[config.mk]
export PLATFORM = sky130hd
export DESIGN_NAME = exec_unit_flat
export DESIGN_NICKNAME = d
export VERILOG_FILES = /design/src/rtl/exec_unit_if.sv /design/src/rtl/exec_unit.sv /design/src/flat_wrapper.sv
export SDC_FILE = /design/constraint.sdc
export NUM_CORES = 1
export LEC_CHECK = 0
export ABC_AREA = 1
export CAP_MARGIN = 20
export CELL_PAD_IN_SITES_DETAIL_PLACEMENT = 1
export CELL_PAD_IN_SITES_GLOBAL_PLACEMENT = 1
export CORE_MARGIN = 10
export CORE_UTILIZATION = 43
export DETAILED_ROUTE_END_ITERATION = 6
export PLACE_DENSITY = 0.91
export SETUP_SLACK_MARGIN = 0.5
export SLEW_MARGIN = 15
export SYNTH_ARGS = -nofsm -noshare
export SYNTH_HDL_FRONTEND = slang
export SYNTH_SLANG_ARGS = --single-unit
[constraint.sdc]
create_clock -name clk -period 11.42 [get_ports clk]
set_clock_uncertainty 0.15 [all_clocks]
set_input_delay 3.426 -clock clk [delete_from_list [all_inputs] [get_ports clk]]
set_output_delay 3.426 -clock clk [all_outputs]
set_load 0.005 [all_outputs]
[src/rtl/exec_unit_if.sv]
// Issue and CDB broadcast signals between the reservation station and exec_unit.
// master: station/CDB side; slave: the execution unit.
interface exec_unit_if;
    localparam int unsigned DATA_W = 32;
    localparam int unsigned TAG_W  = 4;
    localparam int unsigned OP_W   = 2;

    logic              inValid;
    logic [OP_W-1:0]   opIn;
    logic [DATA_W-1:0] dataIn1;
    logic [DATA_W-1:0] dataIn2;
    logic [TAG_W-1:0]  labelIn;
    logic              EXEable;
    logic              BCreq;
    logic              BCgrant;
    logic [TAG_W-1:0]  BClabel;
    logic [DATA_W-1:0] BCdata;

    modport master (
        output inValid, opIn, dataIn1, dataIn2, labelIn, BCgrant,
        input  EXEable, BCreq, BClabel, BCdata
    );

    modport slave (
        input  inValid, opIn, dataIn1, dataIn2, labelIn, BCgrant,
        output EXEable, BCreq, BClabel, BCdata
    );
endinterface

[src/rtl/exec_unit.sv]
// Single-issue integer execution unit with a 2-entry CDB result buffer.
// Define EXEC_MUL_EN for a 3-cycle MUL on op 11; otherwise op 11 is a 1-cycle OR.
module exec_unit (
    input  logic       clk,
    input  logic       RST,
    exec_unit_if.slave bus
);
    localparam int unsigned DATA_W = 32;
    localparam int unsigned TAG_W  = 4;

    localparam logic [1:0] OP_ADD = 2'b00;
    localparam logic [1:0] OP_SUB = 2'b01;
    localparam logic [1:0] OP_AND = 2'b10;
    localparam logic [1:0] OP_MUL = 2'b11;

    logic [1:0]        count_q;
    logic              wp_q;
    logic              rp_q;
    logic [TAG_W-1:0]  lbl_q [2];
    logic [DATA_W-1:0] dat_q [2];

    logic              accept;
    logic              push;
    logic              pop;
    logic [TAG_W-1:0]  push_lbl;
    logic [DATA_W-1:0] push_dat;
    logic [DATA_W-1:0] alu_res;
    logic              room;

    assign room   = (count_q < 2'd2);
    assign accept = bus.inValid & bus.EXEable;
    assign pop    = (count_q != 2'd0) & bus.BCgrant;

    // Single-cycle datapath; op 11 is handled by the multiplier when enabled
    always_comb begin
        alu_res = '0;
        case (bus.opIn)
            OP_ADD:  alu_res = bus.dataIn1 + bus.dataIn2;
            OP_SUB:  alu_res = bus.dataIn1 - bus.dataIn2;
            OP_AND:  alu_res = bus.dataIn1 & bus.dataIn2;
            default: begin
`ifdef EXEC_MUL_EN
                alu_res = '0;
`else
                alu_res = bus.dataIn1 | bus.dataIn2;
`endif
            end
        endcase
    end

`ifdef EXEC_MUL_EN
    typedef enum logic {S_IDLE, S_MUL} state_e;

    state_e            state_q;
    logic [1:0]        cnt_q;
    logic [DATA_W-1:0] mul_a_q;
    logic [DATA_W-1:0] mul_b_q;
    logic [TAG_W-1:0]  mul_tag_q;
    logic              mul_done;

    assign mul_done    = (state_q == S_MUL) && (cnt_q == 2'd0);
    assign bus.EXEable = !RST && (state_q == S_IDLE) && room;

    // MUL sequencer: operands latched at accept, result ready when the counter hits 0
    always_ff @(posedge clk) begin
        if (RST) begin
            state_q   <= S_IDLE;
            cnt_q     <= 2'd0;
            mul_a_q   <= '0;
            mul_b_q   <= '0;
            mul_tag_q <= '0;
        end else begin
            case (state_q)
                S_IDLE: begin
                    if (accept && (bus.opIn == OP_MUL)) begin
                        mul_a_q   <= bus.dataIn1;
                        mul_b_q   <= bus.dataIn2;
                        mul_tag_q <= bus.labelIn;
                        cnt_q     <= 2'd2;
                        state_q   <= S_MUL;
                    end
                end
                S_MUL: begin
                    if (cnt_q == 2'd0) begin
                        state_q <= S_IDLE;
                    end else begin
                        cnt_q <= cnt_q - 2'd1;
                    end
                end
                default: state_q <= S_IDLE;
            endcase
        end
    end

    // Tag 0 still runs the op but its result is dropped
    always_comb begin
        push     = 1'b0;
        push_lbl = '0;
        push_dat = '0;
        if (mul_done) begin
            push     = (mul_tag_q != '0);
            push_lbl = mul_tag_q;
            push_dat = DATA_W'(mul_a_q * mul_b_q);
        end else if (accept && (bus.opIn != OP_MUL)) begin
            push     = (bus.labelIn != '0);
            push_lbl = bus.labelIn;
            push_dat = alu_res;
        end
    end
`else
    assign bus.EXEable = !RST && room;

    always_comb begin
        push     = accept && (bus.labelIn != '0);
        push_lbl = bus.labelIn;
        push_dat = alu_res;
    end
`endif

    // Result FIFO; a push into an empty buffer is not visible to the same-cycle grant
    always_ff @(posedge clk) begin
        if (RST) begin
            count_q  <= 2'd0;
            wp_q     <= 1'b0;
            rp_q     <= 1'b0;
            lbl_q[0] <= '0;
            lbl_q[1] <= '0;
            dat_q[0] <= '0;
            dat_q[1] <= '0;
        end else begin
            if (push) begin
                lbl_q[wp_q] <= push_lbl;
                dat_q[wp_q] <= push_dat;
                wp_q        <= ~wp_q;
            end
            if (pop) begin
                rp_q <= ~rp_q;
            end
            count_q <= count_q + 2'(push) - 2'(pop);
        end
    end

    assign bus.BCreq   = (count_q != 2'd0);
    assign bus.BClabel = bus.BCreq ? lbl_q[rp_q] : '0;
    assign bus.BCdata  = bus.BCreq ? dat_q[rp_q] : '0;

endmodule
[src/flat_wrapper.sv]
// flat-port wrapper written by rule: the top's interface ports become plain ports
module exec_unit_flat 
  (clk, RST, bus_inValid, bus_opIn, bus_dataIn1, bus_dataIn2, bus_labelIn, bus_BCgrant, bus_EXEable, bus_BCreq, bus_BClabel, bus_BCdata);
  exec_unit_if bus_i ();
  input  logic clk;
  input  logic RST;
  input wire logic [$bits(bus_i.inValid)-1:0] bus_inValid;
  input wire logic [$bits(bus_i.opIn)-1:0] bus_opIn;
  input wire logic [$bits(bus_i.dataIn1)-1:0] bus_dataIn1;
  input wire logic [$bits(bus_i.dataIn2)-1:0] bus_dataIn2;
  input wire logic [$bits(bus_i.labelIn)-1:0] bus_labelIn;
  input wire logic [$bits(bus_i.BCgrant)-1:0] bus_BCgrant;
  output wire logic [$bits(bus_i.EXEable)-1:0] bus_EXEable;
  output wire logic [$bits(bus_i.BCreq)-1:0] bus_BCreq;
  output wire logic [$bits(bus_i.BClabel)-1:0] bus_BClabel;
  output wire logic [$bits(bus_i.BCdata)-1:0] bus_BCdata;
  assign bus_i.inValid = bus_inValid;
  assign bus_i.opIn = bus_opIn;
  assign bus_i.dataIn1 = bus_dataIn1;
  assign bus_i.dataIn2 = bus_dataIn2;
  assign bus_i.labelIn = bus_labelIn;
  assign bus_i.BCgrant = bus_BCgrant;
  assign bus_EXEable = bus_i.EXEable;
  assign bus_BCreq = bus_i.BCreq;
  assign bus_BClabel = bus_i.BClabel;
  assign bus_BCdata = bus_i.BCdata;
  exec_unit u_core (.clk(clk), .RST(RST), .bus(bus_i));
endmodule
==> flow_metrics.tcl <==
set metrics [dict create \
    post_cts_resized 0 \
    layout-drive-gt1-share_pct 9.41 \
    p_leak_uw 0.00430 \
    synth_edf_count 72 \
    synthFlopType "edfxtp_1" \
    synth_nets 1248 \
    first_pass_iters 5 \
    area_growth_pct 22.6 \
    ff2ff_path_depth 6 \
    setup_tns_ns 0 \
    vias 8064 \
    top_usage_layer "met2" \
    dpl_cell_area_sq_um 8830 \
    critPathCaptureType "output port" \
    worst_pin_slew_ns 0.896 \
    final_cell_mix "nand2_1, nor2_1, inv_1, clkdlybuf4s50_1, a21oi_1" \
    rsz0062_at_grt "false" \
    cts-hold-fix-buffers 0 \
    timing.rr.end "u_core.dat_q[0][4]$_SDFFCE_PN0P_" \
    root_buffer "clkbuf_16" \
    synthCells 1137 \
    insertion_delay_ns 0.35 \
    antenna_found_initial 0 \
    ant_nets 0 \
    ys_async_sr_fraction_pct 0 \
    arrival_ns 4.53 \
    drc 0 \
    fin_ws_ns 3.31 \
    design_area_sq_um 9210 \
    die_x_um 152 \
    post_cts_buffers 0 \
    ys_warn_count 0 \
    p_total_uw 1240 \
    startpoint "RST" \
    met2_usage_pct 42.4 \
    die_height_um 152 \
    gr-usage-met3_pct 3.02 \
    maxCapViolCount 0 \
    finalCritPeriodShare_pct 71.0 \
    io_pins 112 \
    start_util_pct 43.6 \
    worstHoldStart "u_core.rp_q$_SDFFE_PP0P_" \
    hold_path.class "reg -> reg" \
    diodes 0 \
    final_common_cell "nand2_1" \
    crit_type "in -> out" \
    worst-r2r-setup-slack_ns 8.32 \
    grt_use_total_pct 24.2 \
    clk_pin_slew_ns 0.06 \
    use_met1_pct 29.1 \
    final_nets 1350 \
    r2r-start "u_core.count_q[1]$_SDFF_PP0_" \
    grt_pass1_vias 8564 \
    cp.required_ns 7.84 \
    dieArea_sq_um 23100 \
    drtIter0Drc 481 \
    syn_area_sq_um 7510 \
    fin_crit_ns 8.11 \
    cts_inserted_buffers 9 \
    avgSynthCellArea_sq_um 6.60 \
    critical_path.endpoint "bus_EXEable" \
    routedWlPerCell_um 19.6 \
    status "completed" \
    setup.worst_path.start_class "input port" \
    cts_htree_levels 3 \
    yosysSeqAreaShare_pct 30.1 \
    max_freq_mhz 123 \
    core-area_sq_um 17200 \
    cts_tree "built" \
    critPathMaxFanout 3 \
    slew_headroom_pct 40.2 \
    clock_sinks 77 \
    num_rows 48 \
    synth-seq-cells 77 \
    clockBufferDepth 2 \
    dp_slack_ns 3.30 \
    dp_hpwl_um 22900 \
    viasPerCell 5.49 \
    ys_types 48 \
    ir_worst_vdd_uv 150 \
    setup_viol 0 \
    slew_violations 0 \
    grt-ovfl-total 0 \
    grt_pass1_wl_um 45800 \
    worst_hold_slack_ns 0.345 \
    grt_max_degree 38 \
    port_buffers 111 \
    final-hold-violation-count 0 \
    power_density_nw_per_um2 134 \
    totalWireLength_um 28800 \
    place.gp.congestion 0.935 \
]
Yosys cell counts (8+ instances only):
cell / n / area [sq um]
edfxtp_1: 72 / 2160
nand3_2: 14 / 140
ha_1: 36 / 450
a21oi_1: 91 / 455
nand3_1: 49 / 245
inv_2: 16 / 60.1
inv_1: 160 / 601
nor2_1: 178 / 668
nand2_1: 302 / 1130
o21ai_0: 19 / 95.1
nand2_2: 21 / 131
xor2_1: 26 / 228
nor2_2: 17 / 106
a31oi_1: 24 / 150
o21bai_1: 8 / 60.1
buf_2: 15 / 75.1
nor3_1: 11 / 55.1
nand4_1: 15 / 93.8
worst min path at each step:
stage                          endpoint  slack [ns]  cells past startpoint
4_1_cts        u_core.rp_q$_SDFFE_PP0P_        0.34                      1
3_5_place_dp                  flip-flop        0.32                      1
5_1_grt        u_core.rp_q$_SDFFE_PP0P_        0.36                      1
3_3_place_gp                  flip-flop        0.28                      1
6_report       u_core.rp_q$_SDFFE_PP0P_        0.35                      1
2_1_floorplan                 flip-flop        0.28                      1
registers in the layout, summed over array words and instances, names as in the netlist, named ones only:
signal          flops
u_core.dat_q       64
u_core.lbl_q        8
u_core.rp_q         1
u_core.count_q      2
u_core.wp_q         1
critical path: stages:
cell and delay, ns:
clkdlybuf4s50_1 0.45, nor2_2 0.13, clkdlybuf4s50_1 0.52
per-stage QoR:
step / std cells / utilization (%)
final: 1469 / 53.4
after global routing: 1469 / 53.4
after CTS: 1468 / 53.3
after detailed placement: 1452 / 51.2
after global placement: 1452 / 51.2
after floorplan: 1137 / -
routing by layer:
layer | share of wire (%) | wire length (um)
met5 | 0 | 0
met4 | 3.1 | 906
met2 | 50 | 14400
met1 | 43 | 12400
met3 | 3.8 | 1100
final cells by class:
cell class	instances	area [sq um]
Fill cell	2300	8030
Multi-Input combinational cell	855	4460
Sequential cell	77	2260
Timing Repair Buffer	119	1190
Inverter	177	664
Tap cell	225	282
Clock buffer	9	225
Clock inverter	7	123
power by group:
| group | leakage (uW) | switching (uW) | internal, uW |
|---|---|---|---|
| Sequential | 0.000794 | 13.4 | 343 |
| Combinational | 0.00334 | 339 | 204 |
| Clock | 0.000162 | 121 | 215 |
kinds of logic after synthesis:
kind of cell | after synthesis | synth area share [%]
AOI/OAI and AO/OA | 162 | 12.5
buffers and inverters | 205 | 10.5
DFF | 77 | 30.1
adders and majority gates | 37 | 6.27
xor gates and xnor gates | 30 | 3.60
and+or+nand+nor | 626 | 37.0
(Power assumes the default switching activity.)
